## config.mk

```make
export PLATFORM = sky130hd
export DESIGN_NAME = wptr_full_ctrl
export DESIGN_NICKNAME = d
export VERILOG_FILES = /design/src/rtl/wptr_full_ctrl.sv
export SDC_FILE = /design/constraint.sdc
export NUM_CORES = 1
export LEC_CHECK = 0
export CORE_UTILIZATION = 41
export DETAILED_ROUTE_END_ITERATION = 6
export PLACE_DENSITY = 0.84
export SYNTH_ARGS = -nofsm -noshare
export SYNTH_HDL_FRONTEND = slang
export SYNTH_SLANG_ARGS = --single-unit
```

## constraint.sdc

```tcl
create_clock -name w_clk -period 2.81 [get_ports w_clk]
set_clock_uncertainty 0.05 [all_clocks]
set_input_delay 0.562 -clock w_clk [delete_from_list [all_inputs] [get_ports w_clk]]
set_output_delay 0.562 -clock w_clk [all_outputs]
set_load 0.02 [all_outputs]
```

## src/rtl/wptr_full_ctrl.sv

```systemverilog
// Write-side pointer/flag controller for an async FIFO: binary write counter,
// Gray pointer for the read domain, and registered full/almost-full/level/overflow.
module wptr_full_ctrl #(
  parameter int DEPTH        = 16,
  parameter int AFULL_THRESH = DEPTH - 2,
  localparam int AW          = $clog2(DEPTH)
) (
  input  logic          w_clk,
  input  logic          rst_n,
  input  logic          w_en,
  input  logic          w_ovf_clr,
  input  logic [AW:0]   wq2_rptr,
  output logic          w_inc,
  output logic [AW-1:0] w_addr,
  output logic [AW:0]   wptr,
  output logic          w_full,
  output logic          w_almost_full,
  output logic [AW:0]   w_level,
  output logic          w_overflow
);

  localparam logic [AW:0] AFULL_T = AFULL_THRESH[AW:0];

  logic [AW:0] wbin;
  logic [AW:0] wbin_next;
  logic [AW:0] wgray_next;
  logic [AW:0] rbin_s;
  logic [AW:0] lvl_next;
  logic [AW:0] full_ptr;

  assign w_inc      = w_en & ~w_full;
  assign wbin_next  = wbin + {{AW{1'b0}}, w_inc};
  assign wgray_next = (wbin_next >> 1) ^ wbin_next;

  // Each binary bit is the XOR of all Gray bits at or above it.
  always_comb begin
    rbin_s = '0;
    for (int i = 0; i <= AW; i++) begin
      rbin_s[i] = ^(wq2_rptr >> i);
    end
  end

  assign lvl_next = wbin_next - rbin_s;
  // Full when the write pointer is exactly one lap (DEPTH) ahead of the read pointer.
  assign full_ptr = {~wq2_rptr[AW:AW-1], wq2_rptr[AW-2:0]};

  always_ff @(posedge w_clk) begin
    if (!rst_n) begin
      wbin          <= '0;
      wptr          <= '0;
      w_full        <= 1'b0;
      w_almost_full <= 1'b0;
      w_level       <= '0;
      w_overflow    <= 1'b0;
    end else begin
      wbin          <= wbin_next;
      wptr          <= wgray_next;
      w_full        <= (wgray_next == full_ptr);
      w_almost_full <= (lvl_next >= AFULL_T);
      w_level       <= lvl_next;
      if (w_en && w_full) begin
        w_overflow <= 1'b1;
      end else if (w_ovf_clr) begin
        w_overflow <= 1'b0;
      end
    end
  end

  assign w_addr = wbin[AW-1:0];

endmodule

```

## After elaboration in Yosys (flattened, before gate mapping)

Cells that the tools add are included.

| cells by class | value |
|---|---|
| bitwise gates (word level) | 4 |
| order comparisons | 1 |
| reduce and logical (&&, ||, !) cells | 7 |
| multiplexer cells | 2 |
| equality and inequality tests | 1 |
| add/subtract/negate cells | 2 |

Operator list:

| operator | number |
|---|---|
| $reduce_xor 5->1 | 5 |
| $add 5x1->5 | 1 |
| $eq 5x5->1 | 1 |
| $ge 5x4->1 const B | 1 |
| $sub 5x5->5 | 1 |
| $xor 4x5->5 | 1 |
| $mux 1 | 2 |
| $not 2->2 | 1 |
| $reduce_bool 2->1 | 1 |
| $and 1x1->1 | 1 |
| $logic_and 1x1->1 | 1 |
| $not 1->1 | 1 |

| storage, ports and cells | value |
|---|---|
| logic and storage cells | 23 |
| bits in registers | 18 |

## Longest topological paths before layout

Gate-level depths: netlist of the first run.

| depth | value |
|---|---|
| depth after elaboration | 5 |
| depth in mapped cells | 12 |
| depth with buffers taken out | 12 |

## Least setup slack after synthesis of the first run

Ideal clock, no wire load.

| path | value |
|---|---|
| path type | input to register |
| start | input port w_en |
| end | register w_almost_full |
| library setup time | 0.117 ns |
| slack | -0.327 ns |
| buffers on the path | 0 |
| arrival | 2.970 ns |
| cell stages on the path | 10 |
| path through | nor2b_1 > ha_1 > ha_1 > xor2_4 > ha_1 > a21oi_1 > mux2_2 > mux2i_1 > xnor2_1 > a32o_1 |

| between the ends | value |
|---|---|
| word-level cells in the longest chain between the ends | 4 |

RTL lines:

| item | line | RTL |
|---|---|---|
| from (decl) | 10 | `input logic w_en,` |
| $and 1x1->1 | 31 | `assign w_inc = w_en & ~w_full;` |
| $add 5x1->5 | 32 | `assign wbin_next = wbin + {{AW{1'b0}}, w_inc};` |
| net wbin_next[2] | 25 | `logic [AW:0] wbin_next;` |
| $sub 5x5->5 | 43 | `assign lvl_next = wbin_next - rbin_s;` |
| $ge 5x4->1 | 59 | `w_almost_full <= (lvl_next >= AFULL_T);` |
| to (signal assigned) | 59 |  |
| to (decl) | 17 | `output logic w_almost_full,` |

The timed path passes the listed nets, and every way through them passes these cells.
A chain may end at the register's enable or synchronous reset.

## Worst setup path in the final report of the first run

| path | value |
|---|---|
| start | input port wq2_rptr[4] |
| end | register w_almost_full |

| between the ends | value |
|---|---|
| word-level cells in the longest chain between the ends | 3 |

RTL lines:

| item | line | RTL |
|---|---|---|
| from (decl) | 12 | `input logic [AW:0] wq2_rptr,` |
| $reduce_xor 5->1 | 39 | `rbin_s[i] = ^(wq2_rptr >> i);` |
| $sub 5x5->5 * | 43 |  |
| $ge 5x4->1 * | 59 |  |

Every way passes the cells marked *; elsewhere a longest branch is shown, timed or not.

==> results of run 1 <==
[worst min-delay path, stage by stage, from the launching register on]
cell	delay (ns)
dfxtp_1	0.32
nand2b_1	0.07
a21boi_0	0.07
[cell families after synthesis]
group / Yosys count / share of synthesized area (%)
flip-flops: 17 / 38.4
AND/OR/NAND/NOR: 27 / 17.9
buffers and inverters: 9 / 3.81
adder cells (fa/ha/maj): 6 / 9.32
AO/OA/AOI/OAI: 8 / 5.93
XOR/XNOR: 18 / 19.9
multiplexers: 4 / 4.66
[cell type report]
class                      count  area, sq um  share of cell area (%)
tap                           27         33.8                    2.29
clock buffer                   4         26.3                    1.78
sequential                    17          340                    23.1
multi-input combinational     63          618                    42.0
inverter                       8         30.0                    2.04
timing repair buffer          47          424                    28.8
[cell usage after synthesis (all sizes together)]
| cell type | instances |
|---|---|
| a32o | 1 |
| ha | 5 |
| o21ai | 1 |
| a21oi | 3 |
| a21boi | 1 |
| and2 | 9 |
| or3 | 1 |
| mux2 | 1 |
| nand2 | 3 |
| mux2i | 3 |
| inv | 8 |
| nand3 | 3 |
| a21o | 1 |
| xor2 | 9 |
| nand2b | 1 |
| dfxtp | 17 |
| clkbuf | 1 |
| and3 | 2 |
| nor2b | 5 |
| o211ai | 1 |
| fa | 1 |
| nor3 | 3 |
| xnor2 | 9 |
[worst paths after layout]
kind / slack, ns / from / to
min reg2reg: 0.45 / w_overflow / w_overflow
max reg2reg: 0.40 / w_full / w_almost_full
min: 0.45 / w_overflow / w_overflow
max: 0.07 / wq2_rptr[4] / w_almost_full
[power groups by stage]
stage,Combinational (W),Sequential [W],Clock [W]
2_1_floorplan,0.000140,0.000323,0
5_1_grt,0.000382,0.000283,0.000140
3_5_place_dp,0.000319,0.000285,0
6_report,0.000354,0.000280,0.000122
3_3_place_gp,0.000311,0.000284,0
4_1_cts,0.000342,0.000280,0.000126
[placed cells by master, fill, tap and decap left out, drive strengths merged, types with 2 or more instances in the layout]
cell type	synthesis	layout
mux2i	3	3
clkdlybuf4s50	0	21
a21oi	3	3
nand2	3	3
nor2b	5	5
ha	5	5
clkbuf	1	4
buf	0	23
xor2	9	9
nor3	3	3
nand3	3	3
inv	8	8
xnor2	9	9
dfxtp	17	17
and2	9	9
and3	2	2
dlymetal6s2s	0	2
[registers in the layout, summed over array words and instances (netlist names)]
name	count
wbin	4
w_level	5
w_almost_full	1
wptr	5
w_overflow	1
w_full	1
[through the flow]
step / hold WS (ns) / setup slack (ns) / TNS (ns) / util, %
6_report: 0.450 / 0.0670 / 0 / 73.6
3_3_place_gp: 0.415 / -0.615 / -1.78 / 67.9
5_1_grt: 0.493 / -0.0420 / -0.0420 / 73.6
2_1_floorplan: 0.501 / -0.0596 / -0.0596 / -
3_5_place_dp: 0.436 / -0.705 / -2.13 / 67.9
4_1_cts: 0.451 / 0.00905 / 0 / 72.2
[timing repair]
action / CTS / global route
resized for setup: 12 / 11
buffers inserted: 2 / 1
setup endpoints to repair: 3 / 3
pin swaps: 6 / 10
[per-layer routing]
| metal | GRT usage (%) | wire (um) |
|---|---|---|
| met5 | 0 | 0 |
| met4 | 8.82 | 27 |
| met3 | 1.89 | 33 |
| met2 | 31.9 | 985 |
| met1 | 20.4 | 757 |
==> qor.csv, run 1 <==
metric;value;unit
ir_worst_vdd;0.000321;V
synth.avg_cell_area;9.95;sq um
die_h;48.5;um
maxCapViolCount;0;
fin_crit_sh;97.6;%
postSynthCellCount;89;
slowest_delay;0.39;ns
drive_above_1_share;30.2;%
antenna_left;0;
hpwl;1360;um
cts_tree;built;
insertion_delay;0.28;ns
hold_buffers;0;
status;finished, final reports clean;
antenna_found_initial;0;
maxSlewHeadroom;66.8;%
io_pins;27;
fmax;365;MHz
routabilityCongestion;0.820;
p_leak;0.646;nW
ys_types;25;
syn_nets;104;
routedWlPerCell;10.9;um
grt-ovfl-total;0;
port_buffers;26;
reg2reg_depth;11;
hp-class;flop to flop;
placed_area;0.00136;sq mm
power_frac_clock;16.1;%
grt_pass1_wl;3190;um
finalSetupViolations;0;
power;0.000756;W
crit_cells;13;
final_nets;155;
final_max_slew_viol_count;0;
grt_max_degree;18;
rows;16;
required;2.94;ns
path_common_cell;xnor2_1;
drtPass1Iterations;4;
core-area;0.00200;sq mm
drt-vias-per-instance;4.56;
netlist.area_leader.share;38.4;%
period_needed;2.74;ns
finalInstanceArea;0.00147;sq mm
area_delta_synth_final;66.2;%
cts_num_sinks;17;
drt_wl_total;1800;um
power.internal;0.000522;W
yosys_warnings;0;
antenna_cells;0;
die_x;48.5;um
drc;0;
crit_family;XOR/XNOR gates;
cts_buffers;3;
die_area;0.00235;sq mm
n_fill_cell;140;
crit_chain;buf_4 > xor2_4 > xnor2_2 > xor2_2 > xnor2_1 > ha_2 > fa_2 > inv_2 > a21oi_4 > mux2_4 > mux2i_2 > xnor2_1 > a32o_1;
yosysTopAreaCell;dfxtp_1;
ys_top_cells_by_area;dfxtp_1 38%, xnor2_1 8.9%, xor2_1 7.9%;
tightestPinTransition;0.496;ns
syn_area;886;sq um
drt_iter0_drc;5;
start_kind;primary input;
ys_seq_area_share;38.4;%
path_buf_inv;2;
rsz0062_at_grt;yes;
cp.arrival;2.87;ns
comb_power_share;46.8;%
crit_fanout;2;
cp-end-kind;flop;
grt_pass1_vias;771;
initial_core_util;44.3;%
p_switching;0.000233;W
clk_pin_slew;0.09;ns
cts_htree_levels;1;
swShare;30.9;%
final_hold_viol_count;0;
hold_depth;2;
vias;757;
seqPwrFrac;37.0;%
clockBufferDepth;2;
path_class;primary input to flop;
p_per_area;513;mW/mm^2
cp_slowest_cell;fa_2;
grt.total_usage;17.6;%
synth_seq_cells;17;
root_buffer;clkbuf_4;
final_cells;166;
placed_cells;159;
(Power assumes the default switching activity.)
==> inputs of run 2 (changes only) <==
--- a/config.mk
+++ b/config.mk
@@ -5,9 +5,10 @@
 export SDC_FILE = /design/constraint.sdc
 export NUM_CORES = 1
 export LEC_CHECK = 0
-export CORE_UTILIZATION = 41
+export CORE_UTILIZATION = 45
+export CTS_CLUSTER_SIZE = 10
 export DETAILED_ROUTE_END_ITERATION = 6
-export PLACE_DENSITY = 0.84
+export PLACE_DENSITY = 0.87
 export SYNTH_ARGS = -nofsm -noshare
 export SYNTH_HDL_FRONTEND = slang
 export SYNTH_SLANG_ARGS = --single-unit
==> constraint.sdc (replaced) <==
create_clock -name w_clk -period 3.05 [get_ports w_clk]
set_clock_uncertainty 0.05 [all_clocks]
set_input_delay 0.61 -clock w_clk [delete_from_list [all_inputs] [get_ports w_clk]]
set_output_delay 0.61 -clock w_clk [all_outputs]
set_load 0.02 [all_outputs]
==> qor.csv, run 2 (same netlist as run 1, synthesis figures left out) <==
metric;value;unit
seq_area;340;sq um
antenna_cells;0;
grt_pass1_vias;757;
die_area;0.00215;sq mm
finalSetupViolations;0;
final_hold_viol_count;0;
routedWlPerCell;13.2;um
area_delta_synth_final;62.0;%
rows;15;
die_h;46.4;um
layout_common_cells;23 x clkdlybuf4s50_1, 22 x buf_4, 17 x dfxtp_1;
drc;0;
crit_fanout;5;
clk_pin_slew;0.10;ns
final_util;80.5;%
comb_power_share;47.0;%
antenna_found_initial;0;
cts_num_sinks;17;
clockBufferDepth;2;
fmax;337;MHz
io_pins;27;
grt_max_degree;18;
p_leak;0.631;nW
power;0.000717;W
port_buffers;26;
maxSlewHeadroom;63.2;%
final_cells;165;
swShare;32.5;%
cp-end-kind;flop;
vias;789;
hp-class;flop to flop;
p_per_area;500;mW/mm^2
required;3.23;ns
core-area;0.00178;sq mm
placed_area;0.00129;sq mm
seqPwrFrac;36.0;%
path_class;primary input to flop;
placed_cells;154;
insertion_delay;0.29;ns
routabilityCongestion;0.794;
power.internal;0.000484;W
timing.final.ws_setup;0.0787;ns
period_needed;2.97;ns
power_frac_clock;16.9;%
initial_core_util;49.7;%
grt.total_usage;21.3;%
hpwl;1560;um
p_switching;0.000233;W
largestRegisters;w_level x5, wptr x5, wbin x4;
layout_commonest_cell;clkdlybuf4s50_1;
grt-ovfl-total;0;
drive_above_1_share;29.3;%
status;finished, final reports clean;
cts_tree;built;
drt_wl_total;2190;um
drtPass1Iterations;4;
n_fill_cell;113;
multi_input_area;586;sq um
cts_buffers;3;
cp.arrival;3.16;ns
root_buffer;clkbuf_4;
drt_iter0_drc;3;
ir_worst_vdd;0.000306;V
finalInstanceArea;0.00144;sq mm
maxCapViolCount;0;
start_kind;primary input;
final_nets;156;
cts_htree_levels;1;
drt-vias-per-instance;4.78;
die_x;46.4;um
final_max_slew_viol_count;0;
antenna_left;0;
fin_crit_sh;97.4;%
dp_slack;-0.525;ns
rrSetupSlack;0.53;ns
tightestPinTransition;0.550;ns
grt_pass1_wl;3150;um
==> run 2: cell count changes in the layout (fill, tap and decap cells not counted) <==
| cell | change |
|---|---|
| clkdlybuf4s50_1 | +2 |
| xor2_4 | -1 |
| ha_4 | -1 |
| clkbuf_2 | +1 |
| ha_2 | +1 |
| xor2_2 | +1 |
| mux2i_2 | -1 |
| mux2i_1 | +1 |
| a21oi_4 | -1 |
| a21oi_2 | +1 |
| buf_8 | -1 |
| dlymetal6s2s_1 | -1 |
==> run 2: final timing paths <==
check / from / endpoint / depth (start not counted)
setup reg to reg: w_full / w_almost_full / 11
hold reg to reg: w_overflow / w_overflow / 2
setup / recovery: w_en / w_almost_full / 11
hold / removal: w_overflow / w_overflow / 2
==> run 2: per-stage QoR <==
stage	hold slack, ns	setup TNS [ns]
floorplan	0.501	0
global placement	0.416	-0.729
detailed placement	0.438	-1.27
CTS	0.448	0
global route	0.488	-0.0889
finish	0.453	0
==> run 2: critical path, cell delays in order <==
cell	delay (ns)
clkdlybuf4s50_1	0.48
nor2b_4	0.16
ha_2	0.21
ha_4	0.21
buf_4	0.15
ha_1	0.28
a21o_1	0.18
a21oi_2	0.17
xor2_1	0.21
mux2i_1	0.30
a32o_1	0.19
==> run 2: cell type report <==
type                            instances  share of cell area [%]
Clock buffer                            4                    1.83
Inverter                                8                    2.09
Multi-Input combinational cell         63                    40.8
Sequential cell                        17                    23.7
Tap cell                               25                    2.18
Timing Repair Buffer                   48                    29.4
==> run 2: timing repair <==
item                                    4_1_cts  5_1_grt
hold buffers                                  0        0
setup buffers                                 1        6
gates resized for setup                       5       14
pin swaps                                     2        9
endpoints found under the setup margin        2        2
==> run 2: per-layer routing <==
metal / GRT usage [%] / part of all wire, %
met3: 1.18 / 1.5
met4: 15.3 / 2.5
met2: 38.1 / 56
met5: 0 / 0
met1: 23.2 / 40
==> run 2: power by group through the flow <==
stage	Sequential [W]	Combinational, W	Clock [W]
global placement	0.000261	0.000270	0
CTS	0.000258	0.000288	0.000121
global route	0.000261	0.000360	0.000131
floorplan	0.000297	0.000116	0
finish	0.000258	0.000337	0.000121
detailed placement	0.000263	0.000280	0
